$ cat src/rtl/bg_scene_sequencer.sv
// Background scene sequencer: frame-synchronous selection of one of three background layers.
// Optional SCENE_BLANK_EN macro inserts one blank frame between auto-advanced scenes.
module bg_scene_sequencer (
  input  logic       clk,
  input  logic       reset,
  input  logic       vsync,
  input  logic       cfg_wr,
  input  logic [1:0] cfg_addr,
  input  logic [7:0] cfg_wdata,
  output logic [7:0] cfg_rdata,
  output logic       vga_en,
  output logic [2:0] bg_sel,
  output logic       irq
);

  localparam int unsigned CTRL_W  = 5;
  localparam int unsigned DWELL_W = 8;
  localparam int unsigned MASK_W  = 3;
  localparam int unsigned CNT_W   = 8;

  localparam logic [1:0] IDLE  = 2'd0;
  localparam logic [1:0] SHOW  = 2'd1;
  localparam logic [1:0] BLANK = 2'd2;

  localparam logic [1:0]         NO_SCENE  = 2'd3;
  localparam logic [CTRL_W-1:0]  CTRL_RST  = 5'h00;
  localparam logic [DWELL_W-1:0] DWELL_RST = 8'd60;
  localparam logic [MASK_W-1:0]  MASK_RST  = 3'b111;

  logic                vsync_q;
  logic                frame_tick;
  logic [CTRL_W-1:0]   ctrl_stg, ctrl_act, ctrl_cur;
  logic [DWELL_W-1:0]  dwell_stg, dwell_act, dwell_cur, dwell_min;
  logic [MASK_W-1:0]   mask_stg, mask_act, mask_cur;
  logic [1:0]          state, state_n;
  logic [1:0]          scene, scene_n;
  logic [CNT_W-1:0]    frame_cnt, cnt_n;
  logic [CNT_W:0]      cnt_inc;
  logic                irq_set, irq_clr, irq_n;
  logic                vga_en_n;
  logic [2:0]          bg_sel_n;
  logic                run, auto_mode, loop_en;
  logic [1:0]          man_scene, lowest, nxt;
  logic                wrap;

  // Lowest enabled scene, or NO_SCENE when the mask is empty.
  function automatic logic [1:0] lowest_scene(input logic [MASK_W-1:0] mask);
    if (mask[0])      lowest_scene = 2'd0;
    else if (mask[1]) lowest_scene = 2'd1;
    else if (mask[2]) lowest_scene = 2'd2;
    else              lowest_scene = NO_SCENE;
  endfunction

  // Next enabled scene above cur, wrapping 2->0; falls back to cur itself.
  function automatic logic [1:0] next_scene(input logic [MASK_W-1:0] mask, input logic [1:0] cur);
    logic [3:0] m4;
    logic [2:0] sum;
    m4 = {1'b0, mask};
    next_scene = cur;
    for (int k = 2; k >= 1; k--) begin
      sum = 3'(cur) + 3'(k);
      if (sum >= 3'd3) sum = sum - 3'd3;
      if (m4[sum[1:0]]) next_scene = sum[1:0];
    end
  endfunction

  assign frame_tick = vsync & ~vsync_q;

  // At a tick the staging values are what gets committed, so decisions use them.
  assign ctrl_cur  = frame_tick ? ctrl_stg  : ctrl_act;
  assign dwell_cur = frame_tick ? dwell_stg : dwell_act;
  assign mask_cur  = frame_tick ? mask_stg  : mask_act;

  assign run       = ctrl_cur[0];
  assign auto_mode = ctrl_cur[1];
  assign man_scene = ctrl_cur[3:2];
  assign loop_en   = ctrl_cur[4];
  assign dwell_min = (dwell_cur == '0) ? DWELL_W'(1) : dwell_cur;
  assign cnt_inc   = (CNT_W+1)'(frame_cnt) + (CNT_W+1)'(1);
  assign lowest    = lowest_scene(mask_cur);
  assign nxt       = next_scene(mask_cur, scene);
  assign wrap      = (nxt <= scene);
  assign irq_clr   = cfg_wr && (cfg_addr == 2'd3) && cfg_wdata[0];

  // Next-state and next-output logic.
  always_comb begin
    state_n  = state;
    scene_n  = scene;
    cnt_n    = frame_cnt;
    irq_set  = 1'b0;
    irq_n    = irq;
    vga_en_n = 1'b0;
    bg_sel_n = 3'b000;
    if (frame_tick) begin
      case (state)
        IDLE: begin
          if (run) begin
            state_n = SHOW;
            cnt_n   = '0;
            scene_n = auto_mode ? lowest : man_scene;
          end
        end
        SHOW: begin
          if (!run) begin
            state_n = IDLE;
          end else if (!auto_mode) begin
            if (man_scene != scene) irq_set = 1'b1;
            scene_n = man_scene;
          end else if (mask_cur == '0) begin
            scene_n = NO_SCENE;
          end else if (scene == NO_SCENE) begin
            scene_n = lowest;
            cnt_n   = '0;
          end else if (cnt_inc >= (CNT_W+1)'(dwell_min)) begin
            irq_set = 1'b1;
            cnt_n   = '0;
            if (wrap && !loop_en) begin
              state_n = IDLE;
            end else begin
              scene_n = nxt;
`ifdef SCENE_BLANK_EN
              state_n = BLANK;
`endif
            end
          end else begin
            cnt_n = cnt_inc[CNT_W-1:0];
          end
        end
        BLANK:   state_n = run ? SHOW : IDLE;
        default: state_n = IDLE;
      endcase
    end
    irq_n    = irq_set | (irq & ~irq_clr);
    vga_en_n = (state_n != IDLE);
    if (state_n == SHOW) begin
      case (scene_n)
        2'd0:    bg_sel_n = 3'b001;
        2'd1:    bg_sel_n = 3'b010;
        2'd2:    bg_sel_n = 3'b100;
        default: bg_sel_n = 3'b000;
      endcase
    end
  end

  // State, configuration and registered outputs.
  always_ff @(posedge clk) begin
    if (reset) begin
      vsync_q   <= 1'b0;
      ctrl_stg  <= CTRL_RST;
      dwell_stg <= DWELL_RST;
      mask_stg  <= MASK_RST;
      ctrl_act  <= CTRL_RST;
      dwell_act <= DWELL_RST;
      mask_act  <= MASK_RST;
      state     <= IDLE;
      scene     <= 2'd0;
      frame_cnt <= '0;
      irq       <= 1'b0;
      vga_en    <= 1'b0;
      bg_sel    <= 3'b000;
    end else begin
      vsync_q <= vsync;
      if (frame_tick) begin
        ctrl_act  <= ctrl_stg;
        dwell_act <= dwell_stg;
        mask_act  <= mask_stg;
      end
      if (cfg_wr) begin
        case (cfg_addr)
          2'd0:    ctrl_stg  <= cfg_wdata[CTRL_W-1:0];
          2'd1:    dwell_stg <= cfg_wdata;
          2'd2:    mask_stg  <= cfg_wdata[MASK_W-1:0];
          default: ;
        endcase
      end
      state     <= state_n;
      scene     <= scene_n;
      frame_cnt <= cnt_n;
      irq       <= irq_n;
      vga_en    <= vga_en_n;
      bg_sel    <= bg_sel_n;
    end
  end

  // Register readback; STATUS reflects live state.
  always_comb begin
    cfg_rdata = 8'h00;
    case (cfg_addr)
      2'd0:    cfg_rdata = 8'(ctrl_stg);
      2'd1:    cfg_rdata = dwell_stg;
      2'd2:    cfg_rdata = 8'(mask_stg);
      default: cfg_rdata = {2'b00, state, scene, vga_en, irq};
    endcase
  end

endmodule

$ cat config.mk
export PLATFORM = sky130hd
export DESIGN_NAME = bg_scene_sequencer
export DESIGN_NICKNAME = d
export VERILOG_FILES = /design/src/rtl/bg_scene_sequencer.sv
export SDC_FILE = /design/constraint.sdc
export NUM_CORES = 1
export LEC_CHECK = 0
export CAP_MARGIN = 10
export CORE_MARGIN = 4
export CORE_UTILIZATION = 30
export DETAILED_ROUTE_END_ITERATION = 16
export PLACE_DENSITY = 0.52
export SYNTH_ARGS = -nofsm -noshare
export SYNTH_HDL_FRONTEND = slang
export SYNTH_SLANG_ARGS = --single-unit
$ cat constraint.sdc
create_clock -name clk -period 4.9 [get_ports clk]
set_clock_uncertainty 0.1 [all_clocks]
set_input_delay 0.49 -clock clk [delete_from_list [all_inputs] [get_ports clk]]
set_output_delay 0.49 -clock clk [all_outputs]
set_load 0.01 [all_outputs]
==> results of run 1 <==
metal layers:
layer  track usage  vias up  wire length [µm]
li1              -     1182                 -
met3       0.02903        8               244
met4       0.04030        0                93
met5             0        -                 0
met1        0.1724     1107              3378
met2        0.2035       36              3168
worst max-delay path by stage:
| stage | start | endpoint | depth (start not counted) | slack, ns |
|---|---|---|---|---|
| floorplan | vsync | bg_sel[0] | 14 | 1.43 |
| global placement | vsync | bg_sel[0] | 13 | 0.86 |
| detailed placement | vsync | bg_sel[0] | 13 | 0.73 |
| CTS | vsync | bg_sel[0] | 13 | 1.05 |
| global route | vsync | bg_sel[0] | 13 | 0.84 |
| finish | vsync | bg_sel[0] | 13 | 1.06 |
power by group through the flow:
stage	Sequential [µW]	Clock (µW)	Combinational, µW
6_report	420	255	121
5_1_grt	422	282	135
4_1_cts	421	266	122
3_5_place_dp	430	0	122
3_3_place_gp	430	0	120
2_1_floorplan	424	0	84.7
kinds of logic after synthesis:
logic type	share of synthesized area
AOI/OAI and AO/OA	0.1560
xor gates and xnor gates	0.009364
adders and majority gates	0.06242
buffers and inverters	0.03611
DFF	0.3495
muxes	0.1271
and+or+nand+nor	0.2595
cells in the final DEF (no fill, tap or decap), types with 3 or more instances in the layout:
cell,n
dfxtp_1,49
nor2_1,37
clkdlybuf4s50_1,26
a21oi_1,24
mux2i_1,23
nand2_1,23
nand3_1,18
nor2b_1,15
o21ai_0,15
ha_1,14
nand2b_1,10
inv_1,9
or2_2,5
and2_1,5
nand3b_1,5
clkbuf_8,5
nand4_1,4
a211o_1,4
mux4_2,3
xnor2_1,3
nor3_1,3
a22oi_1,3
registers in the layout (all words and copies together), names as in the netlist:
register	flops
bg_sel	3
ctrl_act	4
ctrl_stg	5
dwell_act	8
dwell_stg	8
frame_cnt	8
irq	1
mask_act	3
mask_stg	3
scene	2
state	2
vga_en	1
vsync_q	1
worst reg2reg max path, cell delays in order (launching register included):
cell	delay, ns
dfxtp_1	0.57
inv_1	0.18
ha_1	0.43
nand3_1	0.11
o211ai_1	0.12
a21oi_1	0.07
or3_4	0.41
ha_1	0.29
nor2b_1	0.13
o21ai_0	0.25
a22oi_1	0.16
and4_4	0.25
a211oi_4	0.30
and4b_1	0.22
stage by stage:
stage | utilization | total power [µW] | instances | cell area (µm²)
after floorplan | - | 509.1 | 319 | 2806
after global routing | 0.3548 | 839.3 | 453 | 3247
after global placement | 0.3445 | 550.1 | 445 | 3153
after detailed placement | 0.3445 | 551.5 | 445 | 3153
after CTS | 0.3548 | 808.6 | 453 | 3247
final | 0.3548 | 796.9 | 453 | 3247
cell type report:
type,instances,area [µm²],area share
timing repair buffer,28,275.3,0.08478
inverter,9,33.78,0.01040
clock buffer,5,68.82,0.02119
clock inverter,3,25.02,0.007707
tap,111,138.9,0.04277
sequential,49,980.9,0.3021
multi-input combinational,248,1724,0.5310
==> run metrics, run 1 <==
DR iter-0 viols=122; post-synth top area share=0.3495; Slew Viols, Final=0; row count=35; Fillers=924; DIE WIDTH=104.7 µm; vias per cell=around 5; Root Buffer=clkbuf_8; critical path's slowest cell=clkdlybuf4s50_1; Worst EP required=slightly above 5 ns; core area=9153 µm²; origin of the critical flop-to-flop path=scene[0]; reg2reg setup slack=1.26 ns; Post-Place Setup Slack=about 0.73 ns; status=finished, final reports clean; Post-synth top flop=dfxtp_1; Final #Nets=369; Slew HR=0.3468; Port Buffers=26; Cell Pwr Density=245.4 nW/µm²; via count=2333; switching share of power=0.2861; Worst Path Max Fanout=20; Post-synth EDFFs=0; leakage power=0.001270 µW; Psw=228.0 µW; synthesized flop and latch total=49; min cycle time layout=3.841 ns; Worst Hold Class=reg2reg; critical path endpoint category=flop; Inserted Clock Buffers=5; Total Wirelength=6885 µm; hold path cells=2; Mapped Area=2806 µm²; Tightest Pin Transition=0.9776 ns; RSZ-0062 raised after global routing=false; fraction of layout cells with a size suffix above 1=0.09064; DRC violations left=0; WL per Instance=15.20 µm; top post-synthesis cells by area=dfxtp_1 (35%), mux2i_1 (8.2%), ha_1 (6.2%); sequential cell area fraction in the yosys report=0.3495; CTS tree=done; Cells after Synth=about 320; die footprint=roughly 11000 µm²; ant diodes=0; Synth cell types=49; Crit Path Class=in2reg; Synth async-reset ratio=0; IO Count=27; Die Ht=104.7 µm; final worst slack=1.059 ns; # resized after CTS=0; Max Fclk=about 260 MHz; Worst setup SP type=input port; Skew-Pair Late Insertion Delay=0.31 ns; Mapped Nets=roughly 350; Worst IR Drop VDD=0.1151 mV; Clk pwr share=0.320; clk slew on worst S/H paths=0.11 ns; crit share post-route=0.7839; Max H-tree Level=2; family with the most delay on the worst path=simple AND/OR/NAND/NOR gates; Initial Util=0.3066; Post-CTS Setup Bufs=0; GRT overflow=0; Hold EP=irq; CTS Sinks=49; largest net degree at the start of global routing=47; logic gate share of total power=0.152; final-report setup violation count=0; Max clock buf depth=2; Post-CTS Hold Fix Bufs=0; largest area contributor in the synthesized netlist=dfxtp_1; Setup TNS=0 ns; number of global-route vias before repair=roughly 2300; Total GRT Usage=0.1281; Sequential Power Share=0.527; Buf/Inv on CP=1; Area growth syn-to-layout=15.69%; Critical Path AT=~4.0 ns; initial antenna violation count=0; CP max stage delay=around 0.48 ns; Hold Violations, Final=0; Final GP Congestion=0.8649; reg2reg end=bg_sel[0]; Antenna Nets Post-Route=0; first-pass GRT wire length=11580 µm; Int Power=between 500 and 600 µW; yosys warns=0; router iterations before antenna repair=4; syn_area_per_cell=8.798 µm²; Hold Startpoint=irq; Synth top cells by count=dfxtp_1 (49), nor2_1 (37), a21oi_1 (24); dpl hpwl=5134 µm; # Max-Cap Violations=0; critical-path cell list=clkdlybuf4s50_1, nand2b_4, mux2_2, o211ai_1, a21oi_1, or3_4, ha_1, nor2b_1, o21ai_0, a22oi_1, and4_4, a211oi_4, and4b_1; worst r2r path cells=13; final hold slack=between 0.3 and 0.4 ns; top-count cell post-synth=dfxtp_1
Power figures use the tool's default switching activity.
==> run 2, diff against run 1 <==
==> constraint.sdc (replaced) <==
create_clock -name clk -period 3.9 [get_ports clk]
set_clock_uncertainty 0.1 [all_clocks]
set_input_delay 0.39 -clock clk [delete_from_list [all_inputs] [get_ports clk]]
set_output_delay 0.39 -clock clk [all_outputs]
set_load 0.01 [all_outputs]
==> run 2 against run 1 <==
Compared with the run above: cell area rose by 2.1%; global-route usage rose by 0.44 points; utilization rose by 0.75 points; flip-flop and latch count did not move; die area did not move; largest cell class unchanged; largest power group unchanged; highest routed layer unchanged.
==> run metrics, run 2 (synthesis gave the netlist of run 1 again) <==
Post-CTS Hold Fix Bufs=0 (unchanged); Max H-tree Level=2 (unchanged); min cycle time layout=3.530 ns; number of global-route vias before repair=2317 (+2.1%); IO Count=27 (unchanged); Worst Path Max Fanout=6 (-70%); ant diodes=0 (unchanged); Hold Startpoint=irq; leakage power=0.001310 µW (+3.2%); # Max-Cap Violations=0 (unchanged); Critical Path AT=3.69 ns (-0.31 ns); vias per cell=5.110 (-0.77%); Slew Viols, Final=0 (unchanged); Crit Path Class=in2reg; Initial Util=0.3066 (unchanged); final instance area=3316 µm² (+2.1%); total power=1014 µW (+27%); origin of the critical flop-to-flop path=frame_cnt[0]; reg2reg end=bg_sel[0]; Skew-Pair Late Insertion Delay=0.31 ns (about the same); core area=9153 µm² (unchanged); router iterations before antenna repair=4 (unchanged); Antenna Nets Post-Route=0 (unchanged); DR iter-0 viols=103 (-16%); most frequent cells in the layout=dfxtp_1 (49), nor2_1 (37), clkdlybuf4s50_1 (26); Worst Hold Class=reg2reg; Slew HR=0.3106 (-0.03618); Hold EP=irq; largest registers=dwell_act x8, dwell_stg x8, frame_cnt x8; Root Buffer=clkbuf_8; via count=2361 (+1.2%); crit share post-route=0.9051; critical path endpoint category=flop; most common cell after layout, fill and taps aside=dfxtp_1; placed cell area=3221 µm² (+2.1%); Worst setup SP type=input port; final hold slack=0.3914 ns (+0.01424 ns); CTS Sinks=49 (unchanged); hold path cells=2 (unchanged); reg2reg setup slack=0.44 ns (-0.82 ns); worst r2r path cells=13 (unchanged); Cell Pwr Density=305.7 nW/µm² (+25%); final-report setup violation count=0 (unchanged); DRC violations left=0 (unchanged); fraction of layout cells with a size suffix above 1=0.1140 (+0.02332); logic gate share of total power=0.162 (+0.010); die footprint=10970 µm² (unchanged); Die Ht=104.7 µm (unchanged); switching share of power=0.2882 (+0.002100); clk slew on worst S/H paths=0.11 ns (about the same); Total Wirelength=7086 µm (+2.9%); first-pass GRT wire length=11990 µm (+3.5%); Post-Place Setup Slack=0.07733 ns (-0.6562 ns); Hold Violations, Final=0 (unchanged); initial antenna violation count=0 (unchanged); DIE WIDTH=104.7 µm (unchanged); Area growth syn-to-layout=18.15%; Post-CTS Setup Bufs=0 (unchanged); Max clock buf depth=2 (unchanged); CTS tree=done; Clk pwr share=0.321 (about the same); Final #Nets=378 (+2.4%); Tightest Pin Transition=1.032 ns (+0.05416 ns); Sequential Power Share=0.517 (-0.010); dpl hpwl=5242 µm (+2.1%); Final GP Congestion=0.8371 (-3.2%); WL per Instance=15.34 µm (+0.91%); Total GRT Usage=0.1325 (+0.004395); Inserted Clock Buffers=5 (unchanged); Setup TNS=0 ns (unchanged); GRT overflow=0 (unchanged); status=finished, final reports clean; Port Buffers=26 (unchanged); Int Power=721.4 µW (+27%); row count=35 (unchanged); largest net degree at the start of global routing=23 (-51%); final worst slack=0.3702 ns (-0.6889 ns); # resized after CTS=0 (unchanged); Worst EP required=4.06 ns (-1.00 ns); Max Fclk=283.3 MHz; Psw=292.1 µW (+28%); Worst IR Drop VDD=0.1328 mV (+15%); RSZ-0062 raised after global routing=false
## run 2: changes by cell type in the layout (fill, tap and decap cells not counted)
cell        before  now
inv_6            1    0
clkinvlp_4       1    2
clkinv_4         1    0
buf_4            2   11
inv_8            0    1
## run 2: final cells by class
| type | instances | area [µm²] |
|---|---|---|
| flip-flops and latches | 49 | 980.9 |
| clock buffers | 5 | 68.82 |
| clock inverters | 3 | 26.28 |
| well taps | 111 | 138.9 |
| multi-input cells | 248 | 1724 |
| inverters | 9 | 33.78 |
| repair buffers | 37 | 342.8 |
| fillers | 933 | 5837 |
## run 2: worst max-delay path: stages
cell and delay (ns):
clkdlybuf4s50_1 0.47, nand2b_4 0.16, mux2_2 0.40, o211ai_1 0.17
a21oi_1 0.06, or3_4 0.42, ha_1 0.29, nor2b_1 0.13
o21ai_0 0.28, a22oi_1 0.16, and4_4 0.23, a211oi_4 0.30
and4b_1 0.22
## run 2: worst max path at each step
stage,slack [ns],cells after the start,endpoint,start
2_1_floorplan,0.53,14,bg_sel[0],vsync
3_3_place_gp,0.18,13,bg_sel[0],vsync
3_5_place_dp,0.08,13,bg_sel[0],vsync
4_1_cts,0.38,13,bg_sel[0],vsync
5_1_grt,0.20,13,bg_sel[0],vsync
6_report,0.37,13,bg_sel[0],vsync
## run 2: layer usage
layer  GRT usage  up-vias  wire length (µm)  share of wire
met4     0.03468        0                74          0.010
met1      0.1822     1097              3476           0.49
met5           0        -                 0              0
met2      0.2094       56              3190           0.45
met3     0.02965        9               344          0.049
li1            -     1199                 -              -
## run 2: per-stage QoR
step             util  std cells
6_report       0.3623        462
5_1_grt        0.3623        462
4_1_cts        0.3623        462
3_5_place_dp   0.3519        454
3_3_place_gp   0.3519        454
2_1_floorplan       -        319
## run 2: power groups by stage
stage	Combinational [µW]	Sequential, µW	Clock, µW
final	164	524	325
after global routing	183	526	358
after CTS	165	525	340
after detailed placement	164	536	0
after global placement	162	536	0
after floorplan	106	533	0
